### config.mk
export PLATFORM = sky130hd
export DESIGN_NAME = mem_port_arbiter
export DESIGN_NICKNAME = d
export VERILOG_FILES = /design/src/rtl/mem_port_arbiter.sv
export SDC_FILE = /design/constraint.sdc
export NUM_CORES = 1
export LEC_CHECK = 0
export ABC_CLOCK_PERIOD_IN_PS = 3100
export CAP_MARGIN = 20
export CORE_AREA = 2 2 201 203
export CTS_BUF_LIST = sky130_fd_sc_hd__clkbuf_4
export DETAILED_ROUTE_END_ITERATION = 16
export DIE_AREA = 0 0 203 205
export PLACE_DENSITY = 0.66
export SYNTH_ARGS = -nofsm -noshare
export SYNTH_HDL_FRONTEND = slang
export SYNTH_SLANG_ARGS = --single-unit
### constraint.sdc
create_clock -name clk -period 3.1 [get_ports clk]
set_input_delay 0.31 -clock clk [delete_from_list [all_inputs] [get_ports clk]]
set_output_delay 0.31 -clock clk [all_outputs]
set_load 0.05 [all_outputs]
### src/rtl/mem_port_arbiter.sv
// mem_port_arbiter
// Shares one 64-bit memory port between instruction fetch (IF) and the
// load/store unit (LS). One transaction is in flight at a time:
// IDLE (grant) -> REQ (drive memory request) -> WAIT (memory response),
// and the owner's response pulse appears in the following IDLE cycle.
//
// Handshakes: a transfer happens on a rising edge where valid and ready are
// both high. Valid, once raised by the initiator, holds its payload until
// the transfer. Ready may depend on valid.
//
// Ports:
//   clk, reset          clock, synchronous active-high reset
//   if_req_*, if_addr   fetch request channel
//   if_flush            drop the in-flight fetch (branch redirect)
//   if_resp_*           one-cycle fetch response, 32-bit instruction word
//   ls_req_*, ls_*      load/store request channel
//   ls_resp_*           one-cycle load data / store ack
//   mem_req_*, mem_*    memory request channel (latched fields)
//   mem_resp_*          memory response (read data or write ack)
//   dbg_state           current FSM state (0 IDLE, 1 REQ, 2 WAIT)
module mem_port_arbiter #(
  parameter int ADDR_W = 64,
  parameter int DATA_W = 64
) (
  input  logic                clk,
  input  logic                reset,
  input  logic                if_req_valid,
  output logic                if_req_ready,
  input  logic [ADDR_W-1:0]   if_addr,
  input  logic                if_flush,
  output logic                if_resp_valid,
  output logic [DATA_W/2-1:0] if_resp_data,
  input  logic                ls_req_valid,
  output logic                ls_req_ready,
  input  logic [ADDR_W-1:0]   ls_addr,
  input  logic                ls_we,
  input  logic [DATA_W-1:0]   ls_wdata,
  input  logic [DATA_W/8-1:0] ls_wmask,
  output logic                ls_resp_valid,
  output logic [DATA_W-1:0]   ls_resp_data,
  output logic                mem_req_valid,
  input  logic                mem_req_ready,
  output logic [ADDR_W-1:0]   mem_addr,
  output logic                mem_we,
  output logic [DATA_W-1:0]   mem_wdata,
  output logic [DATA_W/8-1:0] mem_wmask,
  input  logic                mem_resp_valid,
  input  logic [DATA_W-1:0]   mem_resp_data,
  output logic [1:0]          dbg_state
);

  typedef enum logic [1:0] {
    S_IDLE = 2'd0,
    S_REQ  = 2'd1,
    S_WAIT = 2'd2
  } state_e;

  localparam logic OWN_IF = 1'b0;
  localparam logic OWN_LS = 1'b1;

  state_e                state_q, state_d;
  logic                  last_grant_q, last_grant_d;
  logic                  owner_q, owner_d;
  logic [ADDR_W-1:0]     addr_q, addr_d;
  logic                  we_q, we_d;
  logic [DATA_W-1:0]     wdata_q, wdata_d;
  logic [DATA_W/8-1:0]   wmask_q, wmask_d;
  logic                  hi_q, hi_d;
  logic                  drop_q, drop_d;
  logic                  if_pulse_q, if_pulse_d;
  logic                  ls_pulse_q, ls_pulse_d;
  logic [DATA_W/2-1:0]   if_data_q, if_data_d;
  logic [DATA_W-1:0]     ls_data_q, ls_data_d;

  logic idle;
  logic ls_win;
  logic take_if;
  logic take_ls;
  logic resp_done;

  // Grant logic. LS wins when it is alone or when IF had the last grant,
  // which makes a conflict alternate between the two requesters.
  assign idle    = (state_q == S_IDLE);
  assign ls_win  = ls_req_valid & (~if_req_valid | (last_grant_q == OWN_IF));
  assign take_if = idle & if_req_valid & ~ls_win;
  assign take_ls = idle & ls_win;
  assign resp_done = (state_q == S_WAIT) & mem_resp_valid;

  // State register
  always_ff @(posedge clk) begin
    if (reset) begin
      state_q      <= S_IDLE;
      last_grant_q <= OWN_IF;
      owner_q      <= OWN_IF;
      addr_q       <= '0;
      we_q         <= 1'b0;
      wdata_q      <= '0;
      wmask_q      <= '0;
      hi_q         <= 1'b0;
      drop_q       <= 1'b0;
      if_pulse_q   <= 1'b0;
      ls_pulse_q   <= 1'b0;
      if_data_q    <= '0;
      ls_data_q    <= '0;
    end else begin
      state_q      <= state_d;
      last_grant_q <= last_grant_d;
      owner_q      <= owner_d;
      addr_q       <= addr_d;
      we_q         <= we_d;
      wdata_q      <= wdata_d;
      wmask_q      <= wmask_d;
      hi_q         <= hi_d;
      drop_q       <= drop_d;
      if_pulse_q   <= if_pulse_d;
      ls_pulse_q   <= ls_pulse_d;
      if_data_q    <= if_data_d;
      ls_data_q    <= ls_data_d;
    end
  end

  // Next-state logic
  always_comb begin
    state_d      = state_q;
    last_grant_d = last_grant_q;
    owner_d      = owner_q;
    addr_d       = addr_q;
    we_d         = we_q;
    wdata_d      = wdata_q;
    wmask_d      = wmask_q;
    hi_d         = hi_q;
    drop_d       = drop_q;
    if_pulse_d   = 1'b0;
    ls_pulse_d   = 1'b0;
    if_data_d    = if_data_q;
    ls_data_d    = ls_data_q;

    case (state_q)
      S_IDLE: begin
        if (take_ls) begin
          state_d      = S_REQ;
          last_grant_d = OWN_LS;
          owner_d      = OWN_LS;
          addr_d       = ls_addr;
          we_d         = ls_we;
          wdata_d      = ls_wdata;
          wmask_d      = ls_wmask;
          hi_d         = ls_addr[2];
        end else if (take_if) begin
          // Fetches are always reads.
          state_d      = S_REQ;
          last_grant_d = OWN_IF;
          owner_d      = OWN_IF;
          addr_d       = if_addr;
          we_d         = 1'b0;
          wdata_d      = '0;
          wmask_d      = '0;
          hi_d         = if_addr[2];
        end
      end
      S_REQ: begin
        if (mem_req_ready) state_d = S_WAIT;
      end
      S_WAIT: begin
        if (mem_resp_valid) state_d = S_IDLE;
      end
      default: state_d = S_IDLE;
    endcase

    // A flush only affects a fetch that is already past IDLE; a fetch
    // accepted in the flush cycle itself is still in IDLE here and survives.
    if (!idle && (owner_q == OWN_IF) && if_flush) drop_d = 1'b1;

    if (resp_done) begin
      drop_d = 1'b0;
      if (owner_q == OWN_IF) begin
        // Flush in the response cycle counts as well as an earlier one.
        if_pulse_d = ~drop_q & ~if_flush;
        if_data_d  = hi_q ? mem_resp_data[DATA_W-1:DATA_W/2]
                          : mem_resp_data[DATA_W/2-1:0];
      end else begin
        ls_pulse_d = 1'b1;
        ls_data_d  = mem_resp_data;
      end
    end
  end

  // Output logic
  always_comb begin
    if_req_ready  = take_if;
    ls_req_ready  = take_ls;
    mem_req_valid = (state_q == S_REQ);
    mem_addr      = addr_q;
    mem_we        = we_q;
    mem_wdata     = wdata_q;
    mem_wmask     = wmask_q;
    // A flush arriving with an already-registered pulse kills that pulse.
    if_resp_valid = if_pulse_q & ~if_flush;
    if_resp_data  = if_data_q;
    ls_resp_valid = ls_pulse_q;
    ls_resp_data  = ls_data_q;
    dbg_state     = state_q;
  end

endmodule

==> results of run 1 <==
path summary, 6_finish.rpt:
kind / slack (ps) / start / to
worst min-delay path: 140 / ls_wdata[17] / mem_wdata[17]$_SDFFE_PP0P_
worst max-delay path: 400 / dbg_state[0]$_SDFFE_PP0P_ / mem_req_valid
worst max register to register: 1020 / dbg_state[1]$_SDFFE_PP0P_ / mem_addr[58]$_SDFFE_PP0P_
worst min register to register: 440 / drop_q$_SDFFE_PP0P_ / if_pulse_q$_SDFF_PP0_
worst max-delay path, delay by kind of cell (launching register included):
kind	cells	cell delay [ps]
buffers and inverters	2	990
AND/OR/NAND/NOR	1	120
flip-flops	1	580
cell type report:
type / instances / area [um2] / area share (%)
clock buffer: 103 / 773.2 / 4.771
multi-input combinational: 789 / 4333 / 26.74
antenna: 2 / 5.005 / 0.03088
timing repair buffer: 537 / 5472 / 33.76
sequential: 239 / 4786 / 29.53
inverter: 3 / 11.26 / 0.06948
clock inverter: 16 / 170.2 / 1.050
tap: 525 / 656.9 / 4.053
cell families (layout without fill, tap and decap cells):
| logic type | count (synthesis) | in the layout |
|---|---|---|
| buf+inv | 134 | 659 |
| mux | 32 | 32 |
| other cells | 0 | 2 |
| flops | 239 | 239 |
| compound gates | 314 | 314 |
| simple gates | 443 | 443 |
cell usage after synthesis:
library cell	n	area [um2]
clkbuf_1	59	221.5
nand4b_1	1	8.760
nand3_1	73	365.4
buf_2	49	245.2
a311oi_1	65	569.3
a21bo_2	1	10.01
and4bb_2	1	12.51
nand3b_1	1	7.510
a311oi_2	1	15.01
buf_6	1	11.26
nand2_1	259	972.2
and4b_1	1	10.01
dfxtp_1	239	4785
buf_1	11	41.29
inv_1	3	11.26
nor2_1	38	142.6
or2_1	1	6.260
buf_4	11	82.58
a21boi_1	1	7.510
mux2i_1	32	320.3
nor3_1	64	320.3
o211ai_1	73	548.0
or3b_1	1	8.760
nor2b_1	1	6.260
a31oi_1	1	6.260
a21oi_1	140	700.7
a211oi_1	32	240.2
nor4b_1	1	8.760
nor3b_1	1	7.510
registers in the layout, summed over array words and instances (netlist names):
| register | cells |
|---|---|
| mem_wmask | 8 |
| dbg_state | 2 |
| mem_wdata | 64 |
| if_pulse_q | 1 |
| mem_we | 1 |
| if_resp_data | 32 |
| mem_addr | 64 |
| owner_q | 1 |
| ls_resp_valid | 1 |
| ls_resp_data | 64 |
| drop_q | 1 |
timing repair:
action | CTS | global route
buffers inserted | 0 | 0
endpoints found under the setup margin | 0 | 0
hold buffers | 1 | 0
endpoints found under the hold margin | 44 | 0
stage by stage:
stage	hold slack, ps	power [mW]
after floorplan	387.3	4.979
after global placement	413.0	6.059
after detailed placement	442.9	6.079
after CTS	24.34	9.409
after global routing	53.68	9.708
final	137.5	9.254
routing by layer:
| metal | part of all wire [%] | vias up | global-route usage [%] |
|---|---|---|---|
| li1 | - | 5143 | - |
| met1 | 40 | 5087 | 20.41 |
| met2 | 48 | 501 | 30.06 |
| met3 | 9.1 | 81 | 6.220 |
| met4 | 3.3 | 0 | 8.577 |
| met5 | 0 | - | 0 |
power by group:
part / internal, mW / switching (mW) / total, mW
Combinational: 0.966 / 1.62 / 2.59
Clock: 1.84 / 1.40 / 3.24
Sequential: 3.29 / 0.133 / 3.42
==> impl_metrics.env, run 1 <==
export IMPL_placementRows=73
export IMPL_ys_seq_area_share_pct=49.37
export IMPL_synth_top_family_by_area="compound AO/OA/AOI/OAI gates"
export IMPL_power_density_mw_per_mm2=571.0
export IMPL_period_share_pct=87.25
export IMPL_dp_cells=2092
export IMPL_p_leak_nw=5.507
export IMPL_synthCells=1162
export IMPL_mostFrequentLayoutCell="clkdlybuf4s50_1"
export IMPL_finalSetupViolCount=0
export IMPL_setup_tns_ps=0
export IMPL_cts_resized=0
export IMPL_place_area_mm2=0.01525
export IMPL_antenna_left=0
export IMPL_grt_pass1_wl_um=58650
export IMPL_drive_above_1_share_pct=8.892
export IMPL_required_ps=2790
export IMPL_synth_xor_area_share_pct=0
export IMPL_timing_fmax_mhz=369.7
export IMPL_syn_area_mm2=0.009692
export IMPL_synth_adder_area_share_pct=0
export IMPL_synth_mux_area_share_pct=3.305
export IMPL_totalWireLength_um=39320
export IMPL_clockBufferDepth=3
export IMPL_hold_depth=3
export IMPL_dp_hpwl_um=26590
export IMPL_grt_max_degree=89
export IMPL_vdd_ir_drop_max_mv=0.3323
export IMPL_r2r_cells=4
export IMPL_worst_path_max_delay_cell="clkdlybuf4s50_1"
export IMPL_die_area_mm2=0.04162
export IMPL_rsz0062_at_grt="no"
export IMPL_cts_sinks=239
export IMPL_synth_fp_nets=1434
export IMPL_setup_ws_ps=395.3
export IMPL_post_drt_wl_per_cell_um=17.76
export IMPL_hp_class="in2reg"
export IMPL_hold_violations=0
export IMPL_relSlewSlack_pct=50.37
export IMPL_yosys_register_bits=239
export IMPL_core_mm2=0.03937
export IMPL_finalMaxSlewViolations=0
export IMPL_drt_initial_drc_count=612
export IMPL_io_pins=512
export IMPL_fin_cells=2214
export IMPL_drcViolationCount=0
export IMPL_vias=10810
export IMPL_endpoint_kind="output pin"
export IMPL_slowest_delay_ps=830
export IMPL_clk_pin_slew_ps=70
export IMPL_areaGrowthSynthToFinish_pct=67.22
export IMPL_cts_made_buffers=69
export IMPL_clock_latency_ps=730
export IMPL_most_common_layout_cells="clkdlybuf4s50_1 (508), nand2_1 (258), dfxtp_1 (238)"
export IMPL_overflow=0
export IMPL_worst_setup_path_start_kind="flop"
export IMPL_synth_area_per_cell_um2=8.341
export IMPL_initial_core_util_pct=24.62
export IMPL_path_cells="inv_1 -> nor2_1 -> clkdlybuf4s50_1"
export IMPL_path_max_fanout=12
export IMPL_min_period_ps=2705
export IMPL_dieHeight_um=205
export IMPL_gp_congestion=0.9097
export IMPL_fin_nets=1911
export IMPL_worst_slew_pin_transition_ps=744.4
export IMPL_fin_util_pct=41.17
export IMPL_cts_tree="yes"
export IMPL_htreeDepth=3
export IMPL_outcome="complete, no violations"
export IMPL_ys_types=29
export IMPL_antenna_found_initial=2
export IMPL_io_buffer_count=511
export IMPL_clock_skew_ps=50.85
export IMPL_post_place_ws_ps=716.6
export IMPL_via_per_inst=4.883
export IMPL_synth_compound_area_share_pct=21.64
export IMPL_yosysWarnings=0
export IMPL_first_pass_iters=5
export IMPL_grt_pass1_vias=10540
export IMPL_cp_arrival_ps=2390
export IMPL_fin_area_mm2=0.01621
export IMPL_die_w_um=203
export IMPL_cts_root_buf="clkbuf_4"
export IMPL_max_cap_violations=0
export IMPL_synth_simple_gate_area_share_pct=19.36
export IMPL_worstSetupPathType="reg2out"
export IMPL_fillCellCount=3952
export IMPL_track_usage_pct=17.93
Power figures use the tool's default switching activity.
==> run 2: changes to the inputs <==
--- a/config.mk
+++ b/config.mk
@@ -5,7 +5,6 @@
 export SDC_FILE = /design/constraint.sdc
 export NUM_CORES = 1
 export LEC_CHECK = 0
-export ABC_CLOCK_PERIOD_IN_PS = 3100
 export CAP_MARGIN = 20
 export CORE_AREA = 2 2 201 203
 export CTS_BUF_LIST = sky130_fd_sc_hd__clkbuf_4
==> results of run 2 <==
No change in the layout: final DEF, timing and power equal those of run 1.
